**config.mk**
```make
export PLATFORM = sky130hd
export DESIGN_NAME = channel_event_fifo
export DESIGN_NICKNAME = d
export VERILOG_FILES = /design/src/rtl/channel_event_fifo.sv
export SDC_FILE = /design/constraint.sdc
export NUM_CORES = 1
export LEC_CHECK = 0
export CORE_UTILIZATION = 45
export CTS_CLUSTER_SIZE = 10
export DETAILED_ROUTE_END_ITERATION = 16
export PLACE_DENSITY = 0.64
export SKIP_CTS_REPAIR_TIMING = 1
export SLEW_MARGIN = 20
export SYNTH_ARGS = -nofsm -noshare
export SYNTH_HDL_FRONTEND = slang
export SYNTH_SLANG_ARGS = --single-unit
```
**constraint.sdc**
```tcl
create_clock -name clk -period 3.9 [get_ports clk]
set_input_delay 0.39 -clock clk [delete_from_list [all_inputs] [get_ports clk]]
set_output_delay 0.39 -clock clk [all_outputs]
set_load 0.05 [all_outputs]
```
**src/rtl/channel_event_fifo.sv**
```systemverilog
// -----------------------------------------------------------------------------
// channel_event_fifo
//
// Event-framed word FIFO placed directly after the channel digital block.
// The channel writes 16-bit words while i_AdcStringWrite is high; one event is
// one contiguous run of strobed words, and it ends when the strobe falls.
// Each word is held for one cycle in a staging register. It is then written to
// RAM together with a "last" flag. The flag is simply "the strobe has dropped".
// The read side presents only complete events on a first-word-fall-through
// valid/ready stream.
//
// Ports
//   clk              system clock, rising edge
//   resetn           asynchronous active-low reset
//   i_AdcStringWrite channel write strobe, one word per high cycle
//   i_AdcString      channel word, sampled while the strobe is high
//   o_FifoHalfFull   registered: word count >= g_Depth/2
//   o_Valid          o_Data holds a word of a completely stored event
//   i_Ready          readout accepts o_Data this cycle when o_Valid is high
//   o_Data           head word
//   o_Last           head word is the final word of its event
//   o_EventCount     number of complete events held
//   o_Overflow       sticky, set when a word is dropped; cleared only by reset
// -----------------------------------------------------------------------------
module channel_event_fifo #(
  parameter int g_Depth     = 64,
  parameter int g_AddrWidth = 6
) (
  input  logic                   clk,
  input  logic                   resetn,
  input  logic                   i_AdcStringWrite,
  input  logic [15:0]            i_AdcString,
  output logic                   o_FifoHalfFull,
  output logic                   o_Valid,
  input  logic                   i_Ready,
  output logic [15:0]            o_Data,
  output logic                   o_Last,
  output logic [g_AddrWidth:0]   o_EventCount,
  output logic                   o_Overflow
);

  localparam int CW = g_AddrWidth + 1;
  localparam logic [CW-1:0]          DEPTH    = CW'(g_Depth);
  localparam logic [CW-1:0]          DEPTH_M1 = CW'(g_Depth - 1);
  localparam logic [CW-1:0]          HALF     = CW'(g_Depth / 2);
  localparam logic [CW-1:0]          CNT_ONE  = CW'(1);
  localparam logic [g_AddrWidth-1:0] PTR_ONE  = g_AddrWidth'(1);

  // Each entry is {last, data}.
  logic [16:0]            ram [g_Depth];

  logic [g_AddrWidth-1:0] wr_ptr;
  logic [g_AddrWidth-1:0] rd_ptr;
  logic [CW-1:0]          word_cnt;
  logic [CW-1:0]          word_cnt_next;
  logic [CW-1:0]          event_cnt;
  logic [CW-1:0]          event_cnt_next;
  logic [CW-1:0]          room_cnt;
  logic                   stage_valid;
  logic [15:0]            stage_data;
  logic                   half_full;
  logic                   overflow;

  logic                   read_fire;
  logic                   commit_last;
  logic                   commit;
  logic                   head_last;

  // The head is always part of a complete event because events are stored in
  // order and the event counter only counts events whose closing word is in RAM.
  assign o_Valid      = (event_cnt != '0);
  assign head_last    = ram[rd_ptr][16];
  assign o_Data       = ram[rd_ptr][15:0];
  assign o_Last       = o_Valid & head_last;
  assign o_EventCount = event_cnt;
  assign o_FifoHalfFull = half_full;
  assign o_Overflow   = overflow;

  // NOTE: every signal assigned in always_comb gets a default first, so no
  // path leaves it unassigned and no latch is inferred.
  always_comb begin
    read_fire      = 1'b0;
    commit_last    = 1'b0;
    room_cnt       = word_cnt;
    commit         = 1'b0;
    word_cnt_next  = word_cnt;
    event_cnt_next = event_cnt;

    read_fire   = o_Valid & i_Ready;
    // The strobe has already fallen in the cycle after the final word, so the
    // staged word closes the event.
    commit_last = ~i_AdcStringWrite;
    // A read in this cycle frees its slot before the full check.
    room_cnt    = read_fire ? (word_cnt - CNT_ONE) : word_cnt;

    // Framing-safe full rule: one slot is always held back for a closing word.
    // An event that overflows therefore still ends with a last-flagged entry.
    if (stage_valid) begin
      if (commit_last) commit = (room_cnt < DEPTH);
      else             commit = (room_cnt < DEPTH_M1);
    end

    case ({commit, read_fire})
      2'b10:   word_cnt_next = word_cnt + CNT_ONE;
      2'b01:   word_cnt_next = word_cnt - CNT_ONE;
      default: word_cnt_next = word_cnt;
    endcase

    case ({commit & commit_last, read_fire & head_last})
      2'b10:   event_cnt_next = event_cnt + CNT_ONE;
      2'b01:   event_cnt_next = event_cnt - CNT_ONE;
      default: event_cnt_next = event_cnt;
    endcase
  end

  // NOTE: sequential state uses non-blocking assignments only, so every
  // register samples pre-edge values regardless of block ordering.
  always_ff @(posedge clk or negedge resetn) begin
    if (!resetn) begin
      wr_ptr      <= '0;
      rd_ptr      <= '0;
      word_cnt    <= '0;
      event_cnt   <= '0;
      stage_valid <= 1'b0;
      stage_data  <= '0;
      half_full   <= 1'b0;
      overflow    <= 1'b0;
    end else begin
      stage_valid <= i_AdcStringWrite;
      if (i_AdcStringWrite) stage_data <= i_AdcString;

      if (commit)    wr_ptr <= wr_ptr + PTR_ONE;
      if (read_fire) rd_ptr <= rd_ptr + PTR_ONE;
      if (stage_valid && !commit) overflow <= 1'b1;

      word_cnt  <= word_cnt_next;
      event_cnt <= event_cnt_next;
      half_full <= (word_cnt_next >= HALF);
    end
  end

  // NOTE: the storage array has no reset. Entries are only visible between
  // rd_ptr and wr_ptr, and resetting the pointers makes stale contents
  // unreachable.
  always_ff @(posedge clk) begin
    if (commit) ram[wr_ptr] <= {commit_last, stage_data};
  end

endmodule

```
After elaboration in Yosys (flattened, before gate mapping)
Memory sizes are Yosys's and may differ from the RTL's.
Cells that the tools add are included.
{"block": "classes", "n_addsub": 6, "order_cmp": 3, "n_eq_ne": 4, "n_mux": 7, "bitwise_logic": 5, "n_reduce_logical": 4}
{"cell": "$pmux 7 s2", "count": 2}
{"cell": "$add 7x1->7 const B", "count": 2}
{"cell": "$sub 7x1->7 const B", "count": 2}
{"cell": "$add 6x1->6 const B", "count": 2}
{"cell": "$ge 7x6->1 const B", "count": 1}
{"cell": "$lt 7x6->1 const B", "count": 1}
{"cell": "$lt 7x7->1 const B", "count": 1}
{"cell": "$mux 7", "count": 1}
{"cell": "$reduce_bool 7->1", "count": 1}
{"cell": "$and 1x1->1", "count": 4}
{"cell": "$eq 2x1->1 const B", "count": 2}
{"cell": "$eq 2x2->1 const B", "count": 2}
{"cell": "$mux 1", "count": 4}
{"cell": "$reduce_bool 2->1", "count": 1}
{"cell": "$logic_and 1x1->1", "count": 1}
{"cell": "$logic_not 1->1", "count": 1}
{"cell": "$not 1->1", "count": 1}
{"block": "totals", "regBits": 45, "mem_bits_rw": 1088, "output_inout_bits": 27, "memories": 1}
{"name": "ram", "depth": 64, "width": 17, "rd": 1, "rd_clocked_by_memory_dff": 0, "wr": 1, "line_no": "50", "source": "logic [16:0] ram [g_Depth];"}

Depth between registers and ports, before layout
Gate-level depths: netlist (run 1).
{"block": "logic_depth", "word_depth": 9, "mapped_depth": 18, "mapped_depth_nobuf": 15}

Worst setup path after synthesis (run 1)
OpenSTA, ideal clock, no wires.
{"block": "synth_timing", "path_kind": "reg2reg", "start": "register event_cnt[1] (netlist: o_EventCount[1])", "end": "register event_cnt[6] (netlist: o_EventCount[6])", "setup_time_ns": 0.082, "t_arrival_ns": 4.263, "t_required_ns": 3.818, "slack_ns": -0.445, "stages_incl_launch_ff": 17, "path_buffers": 2, "path_cell_list": "dfrtp_1 -> buf_6 -> or4_4 -> o21a_4 -> clkinv_2 -> and2_4 -> a21oi_4 -> or3b_2 -> ha_1 -> clkbuf_1 -> xor2_1 -> ha_1 -> or3b_2 -> a2111oi_0 -> o21bai_1 -> a21oi_1 -> xor2_1"}
{"block": "synth_between", "elab_chain_len": 9}
{"element": "start, declared", "line_no": "56", "source": "logic [CW-1:0] event_cnt;"}
{"element": "start signal, assigned", "line_no": "137", "source": "event_cnt <= event_cnt_next;"}
{"element": "$reduce_bool 7->1", "line_no": "71", "source": "assign o_Valid = (event_cnt != '0);"}
{"element": "$and 1x1->1", "line_no": "89", "source": "read_fire = o_Valid & i_Ready;"}
{"element": "$mux 7", "line_no": "94", "source": "room_cnt = read_fire ? (word_cnt - CNT_ONE) : word_cnt;"}
{"element": "$lt 7x7->1 or $lt 7x6->1 (tied branches)", "line_no": "99, 100"}
{"element": "$mux 1", "line_no": "99", "source": "if (commit_last) commit = (room_cnt < DEPTH);"}
{"element": "$mux 1", "line_no": "98", "source": "if (stage_valid) begin"}
{"element": "$and 1x1->1", "line_no": "109", "source": "case ({commit & commit_last, read_fire & head_last})"}
{"element": "$eq 2x1->1 or $eq 2x2->1 (tied branches)", "line_no": "109"}
{"element": "$pmux 7 s2 or $reduce_bool 2->1 (tied branches)"}
Several ways; a longest one is shown, not always the timed one.
A chain may end at the register's enable or synchronous reset.

Worst setup path after layout (run 1)
{"block": "layout_timing", "start": "register rd_ptr[0]", "end": "output port o_Data[5]"}
{"block": "layout_between", "elab_chain_len": 1}
{"element": "start, declared", "line_no": "53", "source": "logic [g_AddrWidth-1:0] rd_ptr;"}
{"element": "start signal, assigned", "line_no": "133", "source": "if (read_fire) rd_ptr <= rd_ptr + PTR_ONE;"}
{"element": "$mem_v2 64x17"}
{"element": "end, declared", "line_no": "36", "source": "output logic [15:0] o_Data,"}
Every way passes these cells.

==> results of run 1 <==
-- state kept, by name, indices dropped and copies added (netlist names) --
| name | flops |
|---|---|
| ram | 1088 |
| stage_valid | 1 |
| o_Overflow | 1 |
| stage_data | 16 |
| wr_ptr | 6 |
| o_EventCount | 7 |
| o_FifoHalfFull | 1 |
| word_cnt | 7 |
| rd_ptr | 6 |
-- power breakdown --
part	total (mW)	switching [mW]	internal, mW	leakage (nW)
registers	14.6	0.562	14.0	10.3
logic	13.2	7.71	5.51	4.38
clock network	10.9	4.52	6.38	1.80
-- per-layer routing --
| layer | routed length, um | up-vias | global-route usage, % |
|---|---|---|---|
| met5 | 26 | - | 0 |
| met4 | 3140 | 4 | 7.21 |
| met3 | 9630 | 202 | 5.26 |
| met2 | 53200 | 1065 | 35.0 |
| met1 | 46500 | 12200 | 32.6 |
| li1 | - | 9319 | - |
-- cell families (layout without fill, tap and decap cells) --
kind of cell,after synthesis,count (layout),synth area share [%]
mux,319,319,14.7
buf+inv,141,427,1.61
fa+ha+maj,9,9,0.254
simple gates,284,284,3.62
xor+xnor,19,19,0.375
flops,1133,1133,76.2
compound gates,197,197,3.28
-- synthesized netlist by cell type (9+ instances only) --
library cell,number
edfxtp_1,1088
mux4_2,265
nand2_1,68
a22oi_1,56
clkbuf_1,52
dfrtp_1,45
buf_2,42
o22ai_1,42
nor2_1,40
mux2i_1,37
nand3_1,32
nor4_1,30
a21oi_1,26
nor3_1,26
buf_4,22
mux2_2,17
nor2b_1,16
nor4b_2,11
a31o_2,10
a32o_1,10
a32oi_1,10
nand4_1,10
xnor2_1,10
buf_1,9
ha_1,9
xor2_1,9
-- how the worst max path moves through the flow --
stage	slack, ps	end	depth (start not counted)	from
5_1_grt	-3	o_Data[13]	9	rd_ptr[2]
3_3_place_gp	30	o_Data[7]	9	rd_ptr[1]
2_1_floorplan	-140	ram[56][0]	8	o_EventCount[1]
3_5_place_dp	60	o_Data[7]	9	rd_ptr[1]
6_report	80	o_Data[5]	9	rd_ptr[0]
4_1_cts	-750	o_Data[7]	9	rd_ptr[1]
-- cell type report --
| type | count | share of cell area, % |
|---|---|---|
| clock buffer | 160 | 6.83 |
| clock inverter | 11 | 0.285 |
| inverter | 10 | 0.0749 |
| multi-input combinational | 828 | 20.0 |
| sequential | 1133 | 65.3 |
| tap | 1276 | 3.08 |
| timing repair buffer | 246 | 4.43 |
-- per-stage QoR --
stage               hold WS [ps]  instance area (um^2)  total power [mW]  std cells
floorplan                   94.4                 44400              22.6       2102
global placement             479                 47700              27.3       3478
detailed placement           491                 47700              27.5       3478
CTS                         -168                 51400              38.4       3649
global route                 134                 51800              40.0       3664
finish                       125                 51800              38.7       3664
-- worst max-delay path: cells and delay by family (launching register included) --
| family | cells | cell delay [ps] |
|---|---|---|
| multiplexers | 1 | 580 |
| flip-flops | 1 | 480 |
| AND/OR/NAND/NOR | 2 | 200 |
| AO/OA/AOI/OAI | 2 | 540 |
| buffers and inverters | 4 | 880 |
==> flow_metrics.py, run 1 <==
metrics = {
    "status": {
        "status": "complete, no violations",
    },
    "setup_path": {
        "crit_type": "reg -> out",
        "r2r_slack_ps": 220,
        "crit-reg2reg-launch": "rd_ptr[1]",
        "path_cells": "buf_12 -> clkbuf_16 -> mux4_2 -> nand2_1 -> a32o_1 -> nor4_1 -> buf_4 -> a31o_2 -> buf_4",
        "end_kind": "output pin",
        "required_ps": 3510,
        "cp-start-kind": "flop",
        "cp_slowest_cell": "mux4_2",
        "r2r-end": "o_EventCount[6]",
        "arrival_ps": 3430,
        "critPathMaxFanout": 28,
        "r2r_cells": 14,
        "crit_top_cell": "buf_4",
        "slowest_delay_ps": 580,
    },
    "synthesis": {
        "ys_ff_latch": 1133,
        "ys_seq_area_share_pct": 76.2,
        "synth_edf_count": 1088,
        "avgSynthCellArea_um2": 21.1,
        "synthesis.area_um2": 44400,
        "synth_top_area_cell": "edfxtp_1",
        "synth.top_cell.area_share_pct": 73.6,
        "synthArstFlopShare_pct": 3.97,
        "ys_types": 70,
        "yosys_warnings": 0,
        "syn-num-nets": 2131,
        "synth_cells": 2102,
        "yosys-top-cells-area": "edfxtp_1, mux4_2, dfrtp_1, a22oi_1, mux2i_1",
        "synth_ff_type": "edfxtp_1",
    },
    "placed_design": {
        "place.gp.congestion": 0.890,
        "dp_hpwl_mm": 66.1,
        "post-place-ws_ps": 58.3,
        "port_buffers": 46,
    },
    "cts": {
        "cts_tree": "built",
        "clk_pin_slew_ps": 50,
        "cts_buffers": 132,
        "cts_max_level": 4,
        "insertion_delay_ps": 730,
        "clock-sinks": 1133,
        "clockBufferDepth": 3,
        "root_buffer": "clkbuf_16",
    },
    "timing": {
        "finalHoldViolations": 0,
        "fin_skew_ps": 21.2,
        "period_minus_slack_ps": 3820,
        "setup_ws_ps": 76.7,
        "finalSetupViolCount": 0,
        "drv_slew": 0,
        "worst_pin_slew_ps": 1100,
        "fmax_mhz": 262,
        "tns_ps": 0,
        "relSlewSlack_pct": 26.7,
        "post-route-period-util_pct": 98.0,
    },
    "global_route": {
        "grt_pass1_vias": 23200,
        "grt_use_total_pct": 22.8,
        "antenna_found_initial": 2,
        "grt_max_degree": 91,
        "grt_pass1_wl_mm": 162,
        "grt_overflow": 0,
    },
    "drt": {
        "drt_pass1_iterations": 5,
        "vias": 22800,
        "detail-route-antenna-nets": 0,
        "drc": 0,
        "first_iter_violations": 2367,
        "drt-wirelength-per-cell_um": 30.7,
        "routed_via_density": 6.21,
        "routed_wl_mm": 112,
    },
    "finish": {
        "multi_input_area_um2": 10300,
        "final_common_cell": "edfxtp_1",
        "drive_gt1_share_pct": 32.5,
        "diodes": 0,
        "nets": 2380,
        "n_fill_cell": 7274,
        "layout_common_cells": "edfxtp_1, mux4_2, buf_4, clkbuf_16, nand2_1",
        "ff_latch_area_um2": 33800,
        "syn_to_final_growth_pct": 16.7,
        "utilization_pct": 53.3,
    },
    "floorplanning": {
        "core_um2": 97100,
        "io_pins": 47,
        "start_util_pct": 45.7,
        "die_w_um": 316,
        "die_area_um2": 99900,
        "num_rows": 114,
        "die_h_um": 316,
    },
    "worst_hold_path": {
        "hold_path_class": "in -> async",
    },
    "power": {
        "power.leakage_nw": 16.5,
        "worst_ir_drop_vdd_uv": 658,
        "power_density_nw_per_um2": 747,
    },
    "job": {
        "drv_cap": 0,
    },
}
Power figures use the tool's default switching activity.
==> run 2, diff against run 1 <==
- MAX_ROUTING_LAYER: not set -> met4
==> flow_metrics.py, run 2 (synthesis results as in run 1) <==
metrics = {
    "drt": {
        "first_iter_violations": 2735,
        "vias": 22800,
        "detail-route-antenna-nets": 0,
        "drc": 0,
        "routed_via_density": 6.24,
        "drt_pass1_iterations": 5,
        "routed_wl_mm": 112,
        "drt-wirelength-per-cell_um": 30.5,
    },
    "power": {
        "p_clk_share_pct": 27.7,
        "seq_power_share_pct": 37.7,
        "power_density_nw_per_um2": 747,
        "worst_ir_drop_vdd_uv": 819,
        "power.leakage_nw": 16.4,
        "power_switching_mw": 12.8,
        "p_int_mw": 25.8,
        "swShare_pct": 33.1,
        "comb_power_share_pct": 34.5,
    },
    "finish": {
        "largest_reg_flops": 1088,
        "nets": 2378,
        "final_common_cell": "edfxtp_1",
        "layout_common_cells": "edfxtp_1, mux4_2, buf_4, clkbuf_16, nand2_1",
        "largestRegisters": "ram (1088), stage_data (16)",
        "utilization_pct": 53.2,
        "n_fill_cell": 7309,
        "diodes": 0,
        "syn_to_final_growth_pct": 16.5,
        "regMostFlops": "ram",
        "stdcell_count": 3655,
        "drive_gt1_share_pct": 32.2,
    },
    "global_route": {
        "use_met1_pct": 32.6,
        "grt_overflow": 0,
        "grt_max_degree": 91,
        "grt_use_total_pct": 23.0,
        "met3_usage_pct": 4.57,
        "grt_pass1_wl_mm": 158,
        "grt_util_met2_pct": 34.2,
        "grt_pass1_vias": 22700,
        "antenna_found_initial": 1,
        "top_usage_layer": "met2",
    },
    "timing": {
        "drv_slew": 0,
        "finalSetupViolCount": 0,
        "relSlewSlack_pct": 26.1,
        "holdWs_ps": 289,
        "period_minus_slack_ps": 3820,
        "fmax_mhz": 262,
        "post-route-period-util_pct": 97.8,
        "fin_skew_ps": 18.2,
        "finalHoldViolations": 0,
        "worst_pin_slew_ps": 1110,
    },
    "cts": {
        "insertion_delay_ps": 720,
        "cts_buffers": 132,
        "cts_tree": "built",
        "root_buffer": "clkbuf_16",
        "clockBufferDepth": 3,
        "clk_pin_slew_ps": 50,
        "cts_max_level": 4,
        "clock-sinks": 1133,
    },
    "setup_path": {
        "arrival_ps": 3430,
        "r2r_slack_ps": 150,
        "cp-start-kind": "flop",
        "crit-reg2reg-launch": "rd_ptr[1]",
        "r2r_cells": 15,
        "crit_type": "reg -> out",
        "end_kind": "output pin",
        "r2r-end": "o_EventCount[6]",
        "required_ps": 3510,
        "critPathMaxFanout": 18,
        "crit_start": "rd_ptr[0]",
        "endpoint": "o_Data[9]",
    },
    "floorplanning": {
        "die_w_um": 316,
        "die_h_um": 316,
        "core_um2": 97100,
        "die_area_um2": 99900,
        "num_rows": 114,
        "io_pins": 47,
        "start_util_pct": 45.7,
    },
    "placed_design": {
        "port_buffers": 46,
        "dp_hpwl_mm": 65.2,
        "place.gp.congestion": 0.891,
        "dpl.cell_count": 3472,
    },
    "job": {
        "drv_cap": 0,
    },
    "worst_hold_path": {
        "hold_path_class": "in -> reg",
        "min-delay-start": "i_AdcString[6]",
    },
    "status": {
        "status": "complete, no violations",
    },
}
==> run 2: cell count changes in the layout (fill, tap and decap cells not counted), sizes merged <==
cell / previous run / this run
buf: 212 / 207
clkbuf: 165 / 156
inv: 15 / 18
clkinv: 5 / 7
==> run 2: worst min path at each step <==
stage,to,slack (ps),cells after the start
after detailed placement,o_Overflow,490,1
final,stage_data[6],290,2
after CTS,stage_data[3],-230,2
after global routing,stage_data[6],260,2
after floorplan,o_EventCount[0],90,0
after global placement,o_Overflow,480,1
==> run 2: layout make-up <==
class | instances | area (um^2) | share of cell area [%]
Sequential cell | 1133 | 33800 | 65.5
Clock buffer | 148 | 3420 | 6.61
Inverter | 10 | 38.8 | 0.0750
Timing Repair Buffer | 244 | 2340 | 4.53
Tap cell | 1276 | 1600 | 3.09
Multi-Input combinational cell | 828 | 10300 | 19.9
Clock inverter | 16 | 170 | 0.329
==> run 2: power by group through the flow <==
stage | clock, mW | combinational (mW) | sequential, mW
floorplan | 0 | 7.87 | 14.7
global placement | 0 | 12.6 | 14.8
detailed placement | 0 | 12.7 | 14.8
CTS | 10.9 | 12.7 | 14.6
global route | 11.3 | 14.0 | 14.6
finish | 10.7 | 13.3 | 14.6
==> run 2: layer usage <==
layer / vias up / part of all wire, %
met5: - / 0
met4: 0 / 2.1
met3: 143 / 8.8
met2: 1136 / 48
met1: 12200 / 41
li1: 9310 / -
==> run 2: metrics by stage <==
stage               power (mW)  setup TNS (ps)  setup slack, ps  cell area (um^2)
CTS                       38.2           -9420             -803             51200
floorplan                 22.6          -36590             -144             44400
global placement          27.3               0             7.75             47600
finish                    38.6               0             84.7             51700
detailed placement        27.5           -5.28            -5.28             47600
global route              39.9           -5.75            -5.75             51700
==> run 2: critical path, stage by stage, from the launching register on <==
cell and delay, ps:
dfrtp_4 420, buf_12 230, buf_16 220, mux4_2 540, mux2i_1 250, a32o_1 310
nor4_1 110, buf_4 180, a31o_2 220, buf_4 190
